### src/rtl/convert_arb.sv
// Round-robin N_REQ-to-1 arbiter feeding a fixed-point format converter and a one-entry output register.
// Optional macro CONVERT_ARB_ROUND_EN: round half up before truncation instead of truncating only.
module convert_arb #(
  parameter int N_REQ      = 4,
  parameter int N_BITS_IN  = 8,
  parameter int BIN_PT_IN  = 7,
  parameter int N_BITS_OUT = 4,
  parameter int BIN_PT_OUT = 3,
  localparam int ID_W = (N_REQ > 2) ? $clog2(N_REQ) : 1
) (
  input  logic                         clk,
  input  logic                         rst,
  input  logic [N_REQ-1:0]             req_valid,
  output logic [N_REQ-1:0]             req_ready,
  input  logic [N_REQ*N_BITS_IN-1:0]   req_data,
  output logic                         out_valid,
  input  logic                         out_ready,
  output logic [N_BITS_OUT-1:0]        out_data,
  output logic [ID_W-1:0]              out_id,
  output logic [15:0]                  sat_count
);

  // Right shift drops input LSBs below the output LSB; left shift zero-pads missing LSBs.
  localparam int SHR = (BIN_PT_IN > BIN_PT_OUT) ? BIN_PT_IN - BIN_PT_OUT : 0;
  localparam int SHL = (BIN_PT_OUT > BIN_PT_IN) ? BIN_PT_OUT - BIN_PT_IN : 0;
  localparam int WW  = N_BITS_IN + SHL + SHR + N_BITS_OUT + 2;

  localparam logic signed [WW-1:0] OUT_MAX = signed'((WW'(1) << (N_BITS_OUT - 1)) - WW'(1));
  localparam logic signed [WW-1:0] OUT_MIN = ~OUT_MAX;

`ifdef CONVERT_ARB_ROUND_EN
  localparam int RND_SH = (SHR > 0) ? SHR - 1 : 0;
  localparam logic signed [WW-1:0] ROUND_HALF = (SHR > 0) ? signed'(WW'(1) << RND_SH) : '0;
`endif

  typedef enum logic {EMPTY, FULL} state_t;

  state_t                  state_q, state_d;
  logic [ID_W-1:0]         last_grant;
  logic [ID_W-1:0]         grant_idx;
  logic                    grant_found;
  logic                    accept;
  logic [N_BITS_IN-1:0]    sel_data;
  logic signed [WW-1:0]    ext;
  logic signed [WW-1:0]    shifted;
  logic [N_BITS_OUT-1:0]   conv_data;
  logic                    conv_sat;

  // Round-robin search starting just after the last accepted requester.
  always_comb begin
    // NOTE: every always_comb output gets a default first so no path leaves it unassigned (no latch).
    grant_found = 1'b0;
    grant_idx   = '0;
    for (int i = 1; i <= N_REQ; i++) begin
      if (!grant_found && req_valid[(int'(last_grant) + i) % N_REQ]) begin
        grant_found = 1'b1;
        grant_idx   = ID_W'((int'(last_grant) + i) % N_REQ);
      end
    end
  end

  assign accept    = !rst && grant_found && ((state_q == EMPTY) || out_ready);
  assign req_ready = accept ? (N_REQ'(1) << grant_idx) : '0;
  assign sel_data  = req_data[int'(grant_idx) * N_BITS_IN +: N_BITS_IN];
  assign out_valid = (state_q == FULL);

  // Work in a wide signed domain so shifts and the rounding add never overflow before the range check.
  always_comb begin
    ext = {{(WW - N_BITS_IN){sel_data[N_BITS_IN-1]}}, sel_data};
`ifdef CONVERT_ARB_ROUND_EN
    ext = ext + ROUND_HALF;
`endif
    shifted  = (ext >>> SHR) <<< SHL;
    conv_sat = 1'b0;
    if (shifted > OUT_MAX) begin
      conv_data = OUT_MAX[N_BITS_OUT-1:0];
      conv_sat  = 1'b1;
    end else if (shifted < OUT_MIN) begin
      conv_data = OUT_MIN[N_BITS_OUT-1:0];
      conv_sat  = 1'b1;
    end else begin
      conv_data = shifted[N_BITS_OUT-1:0];
    end
  end

  always_comb begin
    state_d = state_q;
    case (state_q)
      EMPTY: if (accept) state_d = FULL;
      FULL:  if (!accept && out_ready) state_d = EMPTY;
      default: state_d = EMPTY;
    endcase
  end

  always_ff @(posedge clk) begin
    // NOTE: state registers use non-blocking assignments so every flop samples pre-edge values.
    if (rst) begin
      state_q    <= EMPTY;
      // NOTE: the result registers are reset as well, so out_data/out_id read 0 rather than stale data.
      out_data   <= '0;
      out_id     <= '0;
      last_grant <= ID_W'(N_REQ - 1);
      sat_count  <= '0;
    end else begin
      state_q <= state_d;
      if (accept) begin
        out_data   <= conv_data;
        out_id     <= grant_idx;
        last_grant <= grant_idx;
        if (conv_sat && sat_count != 16'hFFFF) sat_count <= sat_count + 16'd1;
      end
    end
  end

endmodule

### config.mk
export PLATFORM = sky130hd
export DESIGN_NAME = convert_arb
export DESIGN_NICKNAME = d
export VERILOG_FILES = /design/src/rtl/convert_arb.sv
export SDC_FILE = /design/constraint.sdc
export NUM_CORES = 1
export LEC_CHECK = 0
export BUFFER_PORTS_ARGS = -buffer_cell sky130_fd_sc_hd__buf_2
export CELL_PAD_IN_SITES_DETAIL_PLACEMENT = 1
export CELL_PAD_IN_SITES_GLOBAL_PLACEMENT = 2
export CORE_MARGIN = 3
export CORE_UTILIZATION = 20
export DETAILED_ROUTE_END_ITERATION = 12
export PLACE_DENSITY = 0.79
export SLEW_MARGIN = 20
export SYNTH_ARGS = -nofsm -noshare
export SYNTH_HDL_FRONTEND = slang
export SYNTH_SLANG_ARGS = --single-unit
### constraint.sdc
create_clock -name clk -period 1.7 [get_ports clk]
set_clock_uncertainty 0.1 [all_clocks]
set_input_delay 0.255 -clock clk [delete_from_list [all_inputs] [get_ports clk]]
set_output_delay 0.255 -clock clk [all_outputs]
set_load 0.03 [all_outputs]
### Yosys cells after proc, flatten, opt, wreduce, memory -nomap -nowiden

Cells that the tools add are included.

* bits in registers: 25
* bits in latches: 0
* bits in writable memories: 0
* bits in read-only memories: 0
* input port bits: 39
* output and inout port bits: 27
* word-level logic and storage cells: 70
* memories kept: 0

* $add $sub $neg: 5
* multiply operators: 0
* div/mod/pow operators: 0
* order comparisons: 6
* equality and inequality tests: 1
* shift-type cells: 2
* muxes and demuxes: 28
* bitwise gates (word level): 5
* reductions and logical operators: 18

Operator list (count)
* 32-bit by 6-bit indexed part select with 8-bit output: 1
* 16-bit by 1-bit adder with 16-bit output, second input constant: 1
* 3-bit by 4-bit < comparator with 1-bit output, second input constant: 4
* 1-bit two-way mux: 16
* 16-bit inequality test, second input constant: 1
* 4-bit two-way mux: 3
* 1-bit binary-select mux with 2-bit select: 4
* 2-bit two-way mux: 4
* 2-bit OR reduction: 4
* 1-bit logical AND: 7
* 1-bit logical NOT: 5
* 2-bit by 1-bit adder with 2-bit output, second input constant: 2
* 2-bit adder, second input constant: 2
* 1-bit bitwise AND, first input constant: 4
* 4-bit greater-than comparator, second input constant: 1
* 4-bit < comparator, second input constant: 1
* 1-bit by 2-bit << shifter with 4-bit output, first input constant: 1
* 1-bit case mux with 2 select lines: 1
* 2-bit AND reduction: 1
* 1-bit logical OR: 1
* 1-bit inverter: 1

### Longest topological paths before layout

* depth in word-level cells: 22
* gate-level depth with buffers: 6

### Least setup slack after synthesis

Ideal clock, no wire load.

* kind: reg-to-output
* start point: reg last_grant[1]
* end point: out req_ready[2]
* arrival: 1591 ps
* path slack: -246 ps
* cell stages (with the launch flop): 6
* path buffers: 1
* path through: dfxtp_1 > buf_6 > nand2b_1 > a31o_2 > nor3_2 > nor2b_1

* word-level cells in the longest chain between the ends: 17

Ends and longest elaborated chain
* start: declaration: RTL line 39 `logic [ID_W-1:0] last_grant;`
* start signal: assignment: RTL line 102 `last_grant <= ID_W'(N_REQ - 1);`
* start signal: assignment: RTL line 109 `last_grant <= grant_idx;`
* 2-bit by 1-bit adder with 2-bit output: RTL line 55, 57
* 1-bit binary-select mux with 2-bit select: RTL line 55 `if (!grant_found && req_valid[(int'(last_grant) + i) % N_REQ]) begin`
* 1-bit two-way mux (not written as such) (2 in a row): RTL line 55
* 1-bit two-way mux: RTL line 55
* 1-bit logical NOT: RTL line 55
* 1-bit logical AND: RTL line 55
* 1-bit two-way mux: RTL line 55
* 1-bit logical NOT: RTL line 55
* 1-bit logical AND: RTL line 55
* 1-bit two-way mux: RTL line 55
* 1-bit logical NOT: RTL line 55
* 1-bit logical AND: RTL line 55
* 1-bit two-way mux: RTL line 55
* 1-bit logical AND (2 in a row): RTL line 62 `assign accept = !rst && grant_found && ((state_q == EMPTY) || out_ready);`
* 4-bit two-way mux (*): RTL line 63 `assign req_ready = accept ? (N_REQ'(1) << grant_idx) : '0;`
* end: declaration: RTL line 14 `output logic [N_REQ-1:0] req_ready,`

Every way passes the cells marked *; elsewhere a longest branch is shown, timed or not. The select of a mux whose other input is x is not followed.

### Worst setup path in the final report

Ends and elaborated chain as after synthesis.

==> metrics.txt <==
violated checks=setup timing; Worst Setup Slack, final=-0.352 ns; CP Class=flip-flop to primary output; GRT Overall Usage=0.0997; mapped cell area=1050 sq um; Top Usage Layer GRT=met2; global-route wire length before repair=4970 um; DIE AREA=6160 sq um; Peak VDD IR=456 uV; Die W=78.5 um; Hold Crit Endpoint=out_valid; hold depth=3; f_max=487 MHz; # diodes=0; CTS Buf Count=3; M1 GR Usage=0.126; H-tree levels=1; Slew HR=0.656; area share of fa/ha/maj cells after synthesis=0; Distinct cells, synth=27; GR Util met2=0.163; Req. time, crit path=1.34 ns; vias in the first global route=1,050; clk slew on worst S/H paths=0.09 ns; root buf cell=clkbuf_8; Placed Instances=232; port bufs=49; total gr overflow=0; largest net degree at the start of global routing=17; Final min period=2.05 ns; post-route ant nets=0; RSZ-0062 raised after global routing=yes; initial antenna violation count=0; crit share post-route=1.21; Final Setup Violations=9; Worst-Skew Late Latency=0.27 ns; Layout Cells excl Fill=243; Startpoint Class=flip-flop; Initial Util=0.214; multiplexer share of the synthesized area=0.0940; via count=1,001; die height=78.5 um; Final Power=1440 uW; post-synthesis net count=143; post-DP HPWL=2280 um; Hold Vio Cnt, Final=0; post-synthesis sequential area ratio=0.476; CP Capture Type=primary output; Crit Path Max Fanout=4; utilization after layout=0.350; FF-to-FF End=out_data[1]; Rows=25; DR iter-0 viols=37; number of max-cap violations=0; Setup TNS Final=-2.06 ns; Ys Warns=0; Leak=0.000814 uW; first-pass detailed-route iteration total=4; core area=4910 sq um; Mapped Cells=104; DRC viols=0; simple-gate share of the synthesized area=0.264; Final Max Tran Viols=0; CTS max path bufs=2; Area Overhead vs Synth=63.6%; Hold WS=0.212 ns; HP Start=out_ready; clk sinks=25; TritonCTS clock tree=done; FF-to-FF path depth=7; PD cells=839 nW/um^2; RePlAce Congestion=0.667; reg-to-reg startpoint=last_grant[1]; wire per inst=12.5 um; Tightest Pin Transition=0.513 ns; met3 Use GR=0.0436; Syn Area/Cell=10.1 sq um; status=finished with violations; WP data arrival=1.70 ns; Via density=4.12; share of cells above drive strength 1=0.563; IO Count=66; HP Class=input pin to flip-flop; WL final=3040 um; synthesis-stage register bit count=25; largest family of logic cells by synthesized area=simple AND/OR/NAND/NOR gates; post-synthesis compound-gate area fraction=0.137; Nets=216; Reg2Reg Setup Slack=-0.21 ns; post-synthesis xor/xnor area fraction=0
## cell type report
cell class,count,area (sq um)
Fill cell,587,3190
Clock buffer,3,41.3
Inverter,3,11.3
Timing Repair Buffer,71,452
Clock inverter,1,8.76
Sequential cell,25,503
Multi-Input combinational cell,73,619
Tap cell,67,83.8
## worst max path at each step
stage	startpoint	endpoint	slack, ns	cells after the start
after floorplan	last_grant[1]	out_data[1]	-0.13	6
after global placement	req_valid[1]	out_data[0]	-0.25	7
after detailed placement	req_valid[1]	out_data[0]	-0.27	7
after CTS	last_grant[1]	req_ready[3]	-0.35	6
after global routing	last_grant[1]	req_ready[2]	-0.43	6
final	last_grant[1]	req_ready[2]	-0.35	6
## cells in the mapped netlist
master / instances / area share
inv_1: 3 / 0.011
nor3_2: 1 / 0.0095
a211o_2: 1 / 0.0095
nand3b_1: 1 / 0.0071
mux2_4: 1 / 0.014
nor4_2: 1 / 0.012
nand3_1: 8 / 0.038
o21ai_2: 1 / 0.0083
nor3_1: 3 / 0.014
a31o_2: 1 / 0.0083
nand2b_1: 4 / 0.024
clkbuf_1: 2 / 0.0071
a31oi_1: 1 / 0.0060
mux2i_1: 5 / 0.048
mux2_2: 3 / 0.032
a21o_2: 1 / 0.0083
dfxtp_1: 25 / 0.48
a21oi_1: 2 / 0.0095
o21bai_1: 2 / 0.014
a22oi_1: 1 / 0.0071
nor2b_1: 20 / 0.12
o22ai_2: 1 / 0.012
nor2_1: 8 / 0.029
a221o_1: 4 / 0.038
a21oi_4: 1 / 0.015
and2_1: 2 / 0.012
buf_6: 1 / 0.011
## per-stage QoR
stage / setup slack (ns) / area (sq um)
final: -0.352 / 1720
after global routing: -0.425 / 1720
after CTS: -0.350 / 1650
after detailed placement: -0.268 / 1480
after global placement: -0.251 / 1480
after floorplan: -0.126 / 1060
## flip-flops by register name (all words and copies together) (netlist names)
| signal | cells |
|---|---|
| out_id | 2 |
| sat_count | 16 |
| last_grant | 2 |
| out_data | 4 |
| out_valid | 1 |
## logic make-up (layout without fill, tap and decap cells)
group / Yosys count / count (layout)
buffers and inverters: 6 / 78
AND/OR/NAND/NOR: 48 / 48
flip-flops: 25 / 25
multiplexers: 9 / 9
AO/OA/AOI/OAI: 16 / 16
## report_power, final
| group | internal (uW) | switching, uW |
|---|---|---|
| Combinational | 222 | 215 |
| Clock | 172 | 204 |
| Sequential | 613 | 17.9 |
| Total | 1010 | 436 |
## layer usage
layer / part of all wire / wire, um / vias to the layer above
met5: 0 / 0 / -
met3: 0.072 / 220 / 0
met4: 0 / 0 / 0
met1: 0.46 / 1380 / 467
li1: - / - / 503
met2: 0.47 / 1430 / 31
## layout by cell type, fill, tap and decap left out, types with 2 or more instances in the layout
cell type / Yosys / final
dfxtp_1: 25 / 23
inv_1: 3 / 3
nand3_1: 8 / 8
nor2b_1: 20 / 18
buf_6: 1 / 5
mux2i_1: 5 / 4
dfxtp_2: 0 / 2
buf_2: 0 / 45
and2_4: 0 / 2
a21oi_1: 2 / 2
nor2_1: 8 / 7
mux2_4: 1 / 3
nand2b_1: 4 / 4
nor3_2: 1 / 2
clkbuf_8: 0 / 3
buf_4: 0 / 20
a221o_1: 4 / 4
## critical path, stage by stage (launching register included)
cell and delay, ns:
dfxtp_2 0.34, buf_6 0.12, a21o_4 0.20, a31o_4 0.25
nor3_4 0.21, nor2b_4 0.17, buf_6 0.13
## timing repair
item	4_1_cts	5_1_grt
hold buffers	0	0
setup endpoints to repair	8	10
pin swaps	1	3
cloned	0	0
gates resized for setup	18	10
buffers inserted	5	2
Note: power is estimated with default switching activity, not from simulation.
